<file path="config.mk">
export PLATFORM = sky130hd
export DESIGN_NAME = uart_cmd_decoder
export DESIGN_NICKNAME = d
export VERILOG_FILES = /design/src/rtl/uart_cmd_decoder.sv
export SDC_FILE = /design/constraint.sdc
export NUM_CORES = 1
export LEC_CHECK = 0
export BUFFER_PORTS_ARGS = -buffer_cell sky130_fd_sc_hd__buf_2
export CORE_UTILIZATION = 42
export CTS_BUF_LIST = sky130_fd_sc_hd__clkbuf_16
export DETAILED_ROUTE_END_ITERATION = 12
export PLACE_DENSITY = 0.68
export SLEW_MARGIN = 10
export SYNTH_ARGS = -nofsm -noshare
export SYNTH_HDL_FRONTEND = slang
export SYNTH_SLANG_ARGS = --single-unit
</file>
<file path="constraint.sdc">
create_clock -name clk -period 7.14 [get_ports clk]
set_input_delay 2.142 -clock clk [delete_from_list [all_inputs] [get_ports clk]]
set_output_delay 2.142 -clock clk [all_outputs]
set_load 0.03 [all_outputs]
</file>
<file path="src/rtl/uart_cmd_decoder.sv">
// Framed register-write command decoder: buffers a SYNC/LEN/ADDR/DATA/CHK frame from the UART
// receiver, verifies the checksum and replays it as address/data writes. Optional macro: CMD_ACK_EN.
module uart_cmd_decoder #(
    parameter logic [7:0]  SYNC    = 8'hA5,
    parameter int unsigned MAXLEN  = 16,
    parameter int unsigned TIMEOUT = 480_000
) (
    input  logic       clk,
    input  logic       rst,
    input  logic       received,
    input  logic [7:0] rx_byte,
    input  logic       recv_error,
    output logic       wr_valid,
    input  logic       wr_ready,
    output logic [7:0] wr_addr,
    output logic [7:0] wr_data,
    output logic       frame_ok,
    output logic       frame_err,
    output logic [2:0] err_code,
    output logic       overrun,
    output logic       transmit,
    output logic [7:0] tx_byte,
    input  logic       tx_free
);
    localparam int unsigned IW = $clog2(MAXLEN + 1);
    localparam int unsigned AW = $clog2(MAXLEN);
    localparam int unsigned TW = $clog2(TIMEOUT + 1);

    localparam logic [2:0] ERR_BADLEN  = 3'd1;
    localparam logic [2:0] ERR_CHKSUM  = 3'd2;
    localparam logic [2:0] ERR_LINE    = 3'd3;
    localparam logic [2:0] ERR_TIMEOUT = 3'd4;

    typedef enum logic [2:0] {
        IDLE, GET_LEN, GET_ADDR, GET_DATA, GET_CHK, DRAIN
    } state_t;

    state_t        state, state_next;
    logic [IW-1:0] len, idx;
    logic [7:0]    addr, sum;
    logic [TW-1:0] tcnt;
    logic [7:0]    mem [MAXLEN];

    logic          byte_ok, in_frame, timeout_hit, reject, done, accept;
    logic [2:0]    rej_code;
    logic [7:0]    chk;
    logic [IW-1:0] len_m1, idx_inc;

    assign byte_ok     = received && !recv_error;
    assign in_frame    = (state == GET_LEN) || (state == GET_ADDR) ||
                         (state == GET_DATA) || (state == GET_CHK);
    assign timeout_hit = in_frame && !received && (tcnt == TW'(TIMEOUT - 1));
    assign chk         = sum + rx_byte;
    assign len_m1      = len - IW'(1);
    assign idx_inc     = idx + IW'(1);

    always_ff @(posedge clk) begin
        if (rst) state <= IDLE;
        else     state <= state_next;
    end

    // Next state and per-cycle strobes; line errors beat bytes, bytes beat the timeout.
    always_comb begin
        state_next = state;
        reject     = 1'b0;
        rej_code   = 3'd0;
        done       = 1'b0;
        accept     = 1'b0;
        case (state)
            IDLE: if (byte_ok && rx_byte == SYNC) state_next = GET_LEN;
            GET_LEN, GET_ADDR, GET_DATA, GET_CHK: begin
                if (recv_error) begin
                    reject   = 1'b1;
                    rej_code = ERR_LINE;
                end else if (received) begin
                    case (state)
                        GET_LEN:
                            if (rx_byte == 8'd0 || 9'(rx_byte) > 9'(MAXLEN)) begin
                                reject   = 1'b1;
                                rej_code = ERR_BADLEN;
                            end else begin
                                state_next = GET_ADDR;
                            end
                        GET_ADDR: state_next = GET_DATA;
                        GET_DATA: if (idx == len_m1) state_next = GET_CHK;
                        default:
                            if (chk == 8'd0) begin
                                state_next = DRAIN;
                            end else begin
                                reject   = 1'b1;
                                rej_code = ERR_CHKSUM;
                            end
                    endcase
                end else if (timeout_hit) begin
                    reject   = 1'b1;
                    rej_code = ERR_TIMEOUT;
                end
                if (reject) state_next = IDLE;
            end
            DRAIN: begin
                if (wr_valid && wr_ready) begin
                    accept = 1'b1;
                    if (idx == len_m1) begin
                        done       = 1'b1;
                        state_next = IDLE;
                    end
                end
            end
            default: state_next = IDLE;
        endcase
    end

    // Payload buffer; contents are don't-care after reset.
    always_ff @(posedge clk) begin
        if (state == GET_DATA && byte_ok) mem[idx[AW-1:0]] <= rx_byte;
    end

    always_ff @(posedge clk) begin
        if (rst) begin
            len       <= '0;
            idx       <= '0;
            addr      <= 8'd0;
            sum       <= 8'd0;
            tcnt      <= '0;
            wr_valid  <= 1'b0;
            wr_addr   <= 8'd0;
            wr_data   <= 8'd0;
            frame_ok  <= 1'b0;
            frame_err <= 1'b0;
            err_code  <= 3'd0;
            overrun   <= 1'b0;
        end else begin
            frame_ok  <= done;
            frame_err <= reject;
            if (reject) err_code <= rej_code;

            if (state == IDLE || state == DRAIN || received) tcnt <= '0;
            else                                             tcnt <= tcnt + TW'(1);

            case (state)
                GET_LEN:  if (byte_ok) len <= IW'(rx_byte);
                GET_ADDR: if (byte_ok) begin
                    addr <= rx_byte;
                    sum  <= rx_byte;
                    idx  <= '0;
                end
                GET_DATA: if (byte_ok) begin
                    sum <= chk;
                    idx <= idx_inc;
                end
                GET_CHK: if (state_next == DRAIN) begin
                    idx      <= '0;
                    wr_valid <= 1'b1;
                    wr_addr  <= addr;
                    wr_data  <= mem[0];
                end
                DRAIN: begin
                    if (received) overrun <= 1'b1;
                    if (accept) begin
                        if (done) begin
                            wr_valid <= 1'b0;
                        end else begin
                            idx     <= idx_inc;
                            wr_addr <= addr + 8'(idx_inc);
                            wr_data <= mem[idx_inc[AW-1:0]];
                        end
                    end
                end
                default: ;
            endcase
        end
    end

`ifdef CMD_ACK_EN
    logic       pending;
    logic [7:0] pend_byte;

    // One-entry ACK/NAK slot; a newer response overwrites an unsent one.
    always_ff @(posedge clk) begin
        if (rst) begin
            pending   <= 1'b0;
            pend_byte <= 8'd0;
            transmit  <= 1'b0;
            tx_byte   <= 8'd0;
        end else begin
            transmit <= 1'b0;
            if (pending && tx_free && !transmit) begin
                transmit <= 1'b1;
                tx_byte  <= pend_byte;
                pending  <= 1'b0;
            end
            if (done) begin
                pending   <= 1'b1;
                pend_byte <= 8'h06;
            end else if (reject) begin
                pending   <= 1'b1;
                pend_byte <= 8'h15;
            end
        end
    end
`else
    logic unused_tx_free;
    assign unused_tx_free = tx_free;
    assign transmit       = 1'b0;
    assign tx_byte        = 8'd0;
`endif

endmodule

</file>
==> flow_summary.json <==
{
  "run_status": "complete, no violations",
  "n_antenna_cell": 0,
  "max_cap_violations": 0,
  "detail_route.drc_violations": 0,
  "layout_cell_area_excl_fill_mm2": 0.01005,
  "synth_warnings": 0,
  "worstHoldPathType": "reg -> reg",
  "core_area_mm2": 0.02109,
  "synthesized_instance_count": 709,
  "rsz_0062_raised_after_global_routing": "no",
  "fin_nets": 774,
  "routabilityCongestion": 0.7955,
  "power_per_cell_area_mw_per_mm2": 221.3,
  "period_needed_ps": 5010,
  "critical_path_rt_ps": 7440,
  "design.die.area_mm2": 0.02217,
  "die_w_um": 148.9,
  "cts.htree.levels": 4,
  "synth_seq_area_share_pct": 58.08,
  "final_max_slew_viol_count": 0,
  "synth_cell_type_count": 68,
  "fillCellCount": 1871,
  "number_of_global_route_vias_before_repair": 5439,
  "end_kind": "flip-flop",
  "finalSetupViolCount": 0,
  "worst_hold_path.num_cells": 2,
  "post-dp-hpwl_um": 12110,
  "cts_buffers": 17,
  "vdd.ir_drop.worst_v": 0.0001736,
  "place_area_mm2": 0.009480,
  "critical_path.cell_chain": "buf_2, ha_1, fa_1, a211oi_2, o21ba_1, o221ai_1, a211o_1, o31a_1, buf_4, a211oi_1, nor3_1",
  "avgViaCountPerCell": 5.565,
  "critical-path-top-delay-family": "compound AO/OA/AOI/OAI gates",
  "antenna_found_initial": 0,
  "timing.rr.end": "wr_data[6]",
  "gr-usage-all-layers_pct": 17.99,
  "cts_resized": 0,
  "buffer_ports.inserted": 35,
  "postSynth.topFlopCell": "sky130_fd_sc_hd__edfxtp_1",
  "hold_viol_final": 0,
  "cts_num_sinks": 199,
  "count_of_state_elements_after_synthesis": 199,
  "worstPathBufferInverterCount": 2,
  "cp_data_arrival_time_ps": 5310,
  "number_of_drc_violations_after_detailed_routing_iteration_0": 458,
  "num_io_pins": 46,
  "timing.max_slew.rel_slack_pct": 21.77,
  "grt_max_degree": 56,
  "cpPeakStageDelay_ps": 430,
  "synth_area_per_cell_um2": 12.79,
  "cts_tree": "yes",
  "worst_setup_hold_path_clk_slew_ps": 80,
  "drt.antenna.violating_nets": 0,
  "grt_overflow": 0,
  "die_y_um": 148.9,
  "area_growth_pct": 10.82,
  "worst_path_fanout_max": 27,
  "grt_first_pass_wirelength_um": 29970,
  "critical_path_class": "in -> reg",
  "synth_edf_count": 128,
  "clk_root_buffer_cell": "sky130_fd_sc_hd__clkbuf_16",
  "crit-reg2reg-launch": "sum[0]",
  "final.period_utilization_pct": 70.17,
  "floorplan.initialDensity_pct": 42.99,
  "timing.clock.skew_ps": 10.13,
  "critical_path.slowest_cell": "sky130_fd_sc_hd__fa_1",
  "ff2ff_path_depth": 10,
  "syn-cell-area_mm2": 0.009065,
  "cts_hold_buffers": 0,
  "worstHoldEndpoint": "wr_addr[2]",
  "static-leakage-power_uw": 0.003335,
  "timing.reg2reg.setup_slack_ps": 3880,
  "cts_buffer_depth": 2,
  "cells_after_dpl": 996,
  "crit_path_start_kind": "input pin",
  "worst_pin_slew_ps": 1164,
  "firstDrtPassIters": 5,
  "postRouteWirelength_um": 19030,
  "routed-via-count": 5721,
  "routedWlPerCell_um": 18.51,
  "max_freq_mhz": 199.6,
  "synth-async-reset-ratio_pct": 0,
  "rows": 53,
  "final_cells": 1028,
  "timing.hold.worst.start": "wr_addr[2]",
  "post_route_cells_drive_above_1_share_pct": 17.13,
  "insertion_delay_ps": 440,
  "postCtsSetupBuffers": 0,
  "total_negative_slack_for_setup_checks_ps": 0
}
-- state kept, by name (all words and copies together), names as in the netlist --
register   flops
overrun        1
err_code       3
wr_data        8
addr           8
frame_ok       1
sum            8
wr_addr        8
state          3
tcnt          19
frame_err      1
mem          128
wr_valid       1
len            5
idx            5
-- Yosys cell counts (4+ instances only) --
master | count | area, um2
sky130_fd_sc_hd__a21oi_1 | 28 | 140.1
sky130_fd_sc_hd__a211oi_1 | 9 | 67.56
sky130_fd_sc_hd__nor3_1 | 23 | 115.1
sky130_fd_sc_hd__and3_1 | 7 | 43.79
sky130_fd_sc_hd__buf_1 | 4 | 15.01
sky130_fd_sc_hd__nand4_1 | 5 | 31.28
sky130_fd_sc_hd__edfxtp_1 | 128 | 3844
sky130_fd_sc_hd__o21ai_0 | 19 | 95.09
sky130_fd_sc_hd__nor2_1 | 74 | 277.8
sky130_fd_sc_hd__o221ai_1 | 7 | 61.31
sky130_fd_sc_hd__buf_2 | 6 | 30.03
sky130_fd_sc_hd__o21a_1 | 4 | 30.03
sky130_fd_sc_hd__xor2_1 | 21 | 183.9
sky130_fd_sc_hd__mux2i_1 | 28 | 280.3
sky130_fd_sc_hd__mux4_2 | 32 | 720.7
sky130_fd_sc_hd__buf_4 | 9 | 67.56
sky130_fd_sc_hd__nand3_1 | 13 | 65.06
sky130_fd_sc_hd__nand2b_1 | 8 | 50.05
sky130_fd_sc_hd__nor3_2 | 5 | 50.05
sky130_fd_sc_hd__o22ai_1 | 8 | 50.05
sky130_fd_sc_hd__xnor2_1 | 7 | 61.31
sky130_fd_sc_hd__dfxtp_1 | 71 | 1421
sky130_fd_sc_hd__nor2b_1 | 12 | 75.07
sky130_fd_sc_hd__clkbuf_1 | 20 | 75.07
sky130_fd_sc_hd__nand2_1 | 49 | 183.9
sky130_fd_sc_hd__a211oi_2 | 7 | 87.58
sky130_fd_sc_hd__or3_1 | 5 | 31.28
sky130_fd_sc_hd__a21o_1 | 4 | 30.03
sky130_fd_sc_hd__inv_1 | 12 | 45.04
sky130_fd_sc_hd__ha_1 | 18 | 225.2
sky130_fd_sc_hd__nor4_1 | 4 | 25.02
-- power breakdown --
group,internal (uW),switching (uW)
clock,477,444
combinational,25.1,56.2
sequential,1220,0.124
-- layout by cell type, fill, tap and decap left out, types with 9 or more instances in the layout --
cell type	instances
sky130_fd_sc_hd__mux2i_1	28
sky130_fd_sc_hd__inv_1	13
sky130_fd_sc_hd__nor2_1	74
sky130_fd_sc_hd__nand3_1	13
sky130_fd_sc_hd__nand2_1	49
sky130_fd_sc_hd__buf_2	35
sky130_fd_sc_hd__clkbuf_16	18
sky130_fd_sc_hd__nor3_1	23
sky130_fd_sc_hd__o21ai_0	19
sky130_fd_sc_hd__nor2b_1	12
sky130_fd_sc_hd__buf_4	10
sky130_fd_sc_hd__xor2_1	21
sky130_fd_sc_hd__mux4_2	32
sky130_fd_sc_hd__edfxtp_1	128
sky130_fd_sc_hd__conb_1	9
sky130_fd_sc_hd__a211oi_1	9
sky130_fd_sc_hd__dfxtp_1	70
sky130_fd_sc_hd__ha_1	18
sky130_fd_sc_hd__a21oi_1	28
-- worst min-delay path, stage by stage, from the launching register on --
cell,delay [ps]
sky130_fd_sc_hd__dfxtp_1,310
sky130_fd_sc_hd__nand2_1,50
sky130_fd_sc_hd__a21oi_1,50
-- final cells by class --
class	count	area [um2]	share of cell area, %
Clock buffer	18	450.4	4.484
Multi-Input combinational cell	465	3575	35.58
Clock inverter	14	115.1	1.146
Tap cell	275	344.1	3.425
Sequential cell	199	5266	52.42
Timing Repair Buffer	45	250.2	2.491
Inverter	12	45.04	0.4484
-- metrics by stage --
stage	hold WS [ps]	setup WS, ps	util, %	total power (uW)
after global routing	483.0	1973	47.64	2285
final	447.1	2130	47.64	2223
after floorplan	435.6	2448	-	1300
after CTS	451.7	2172	47.64	2236
after detailed placement	443.5	1729	44.96	1329
after global placement	439.0	1714	44.96	1328
-- kinds of logic after synthesis --
family                   synth area share [%]
AND/OR/NAND/NOR                         12.78
flip-flops                              58.08
buffers and inverters                   2.816
AO/OA/AOI/OAI                           9.248
multiplexers                            11.04
XOR/XNOR                                3.064
adder cells (fa/ha/maj)                 2.926
other                                 0.04137
-- how the worst max path moves through the flow --
stage | from | to | slack [ps] | depth (start not counted)
global route | rx_byte[0] | wr_data[6] | 1970 | 11
floorplan | rx_byte[0] | idx[2] | 2450 | 9
global placement | rx_byte[0] | wr_data[3] | 1710 | 11
CTS | rx_byte[0] | wr_data[3] | 2170 | 11
detailed placement | rx_byte[0] | wr_data[3] | 1730 | 11
finish | rx_byte[0] | wr_data[6] | 2130 | 11
-- per-layer routing --
metal / vias up / track usage [%] / part of all wire, %
met5: - / 0 / 0
met4: 0 / 5.867 / 1.2
met3: 14 / 2.630 / 4.2
met2: 132 / 28.65 / 48
met1: 2847 / 25.25 / 47
li1: 2728 / - / -
Note: power is estimated with default switching activity, not from simulation.
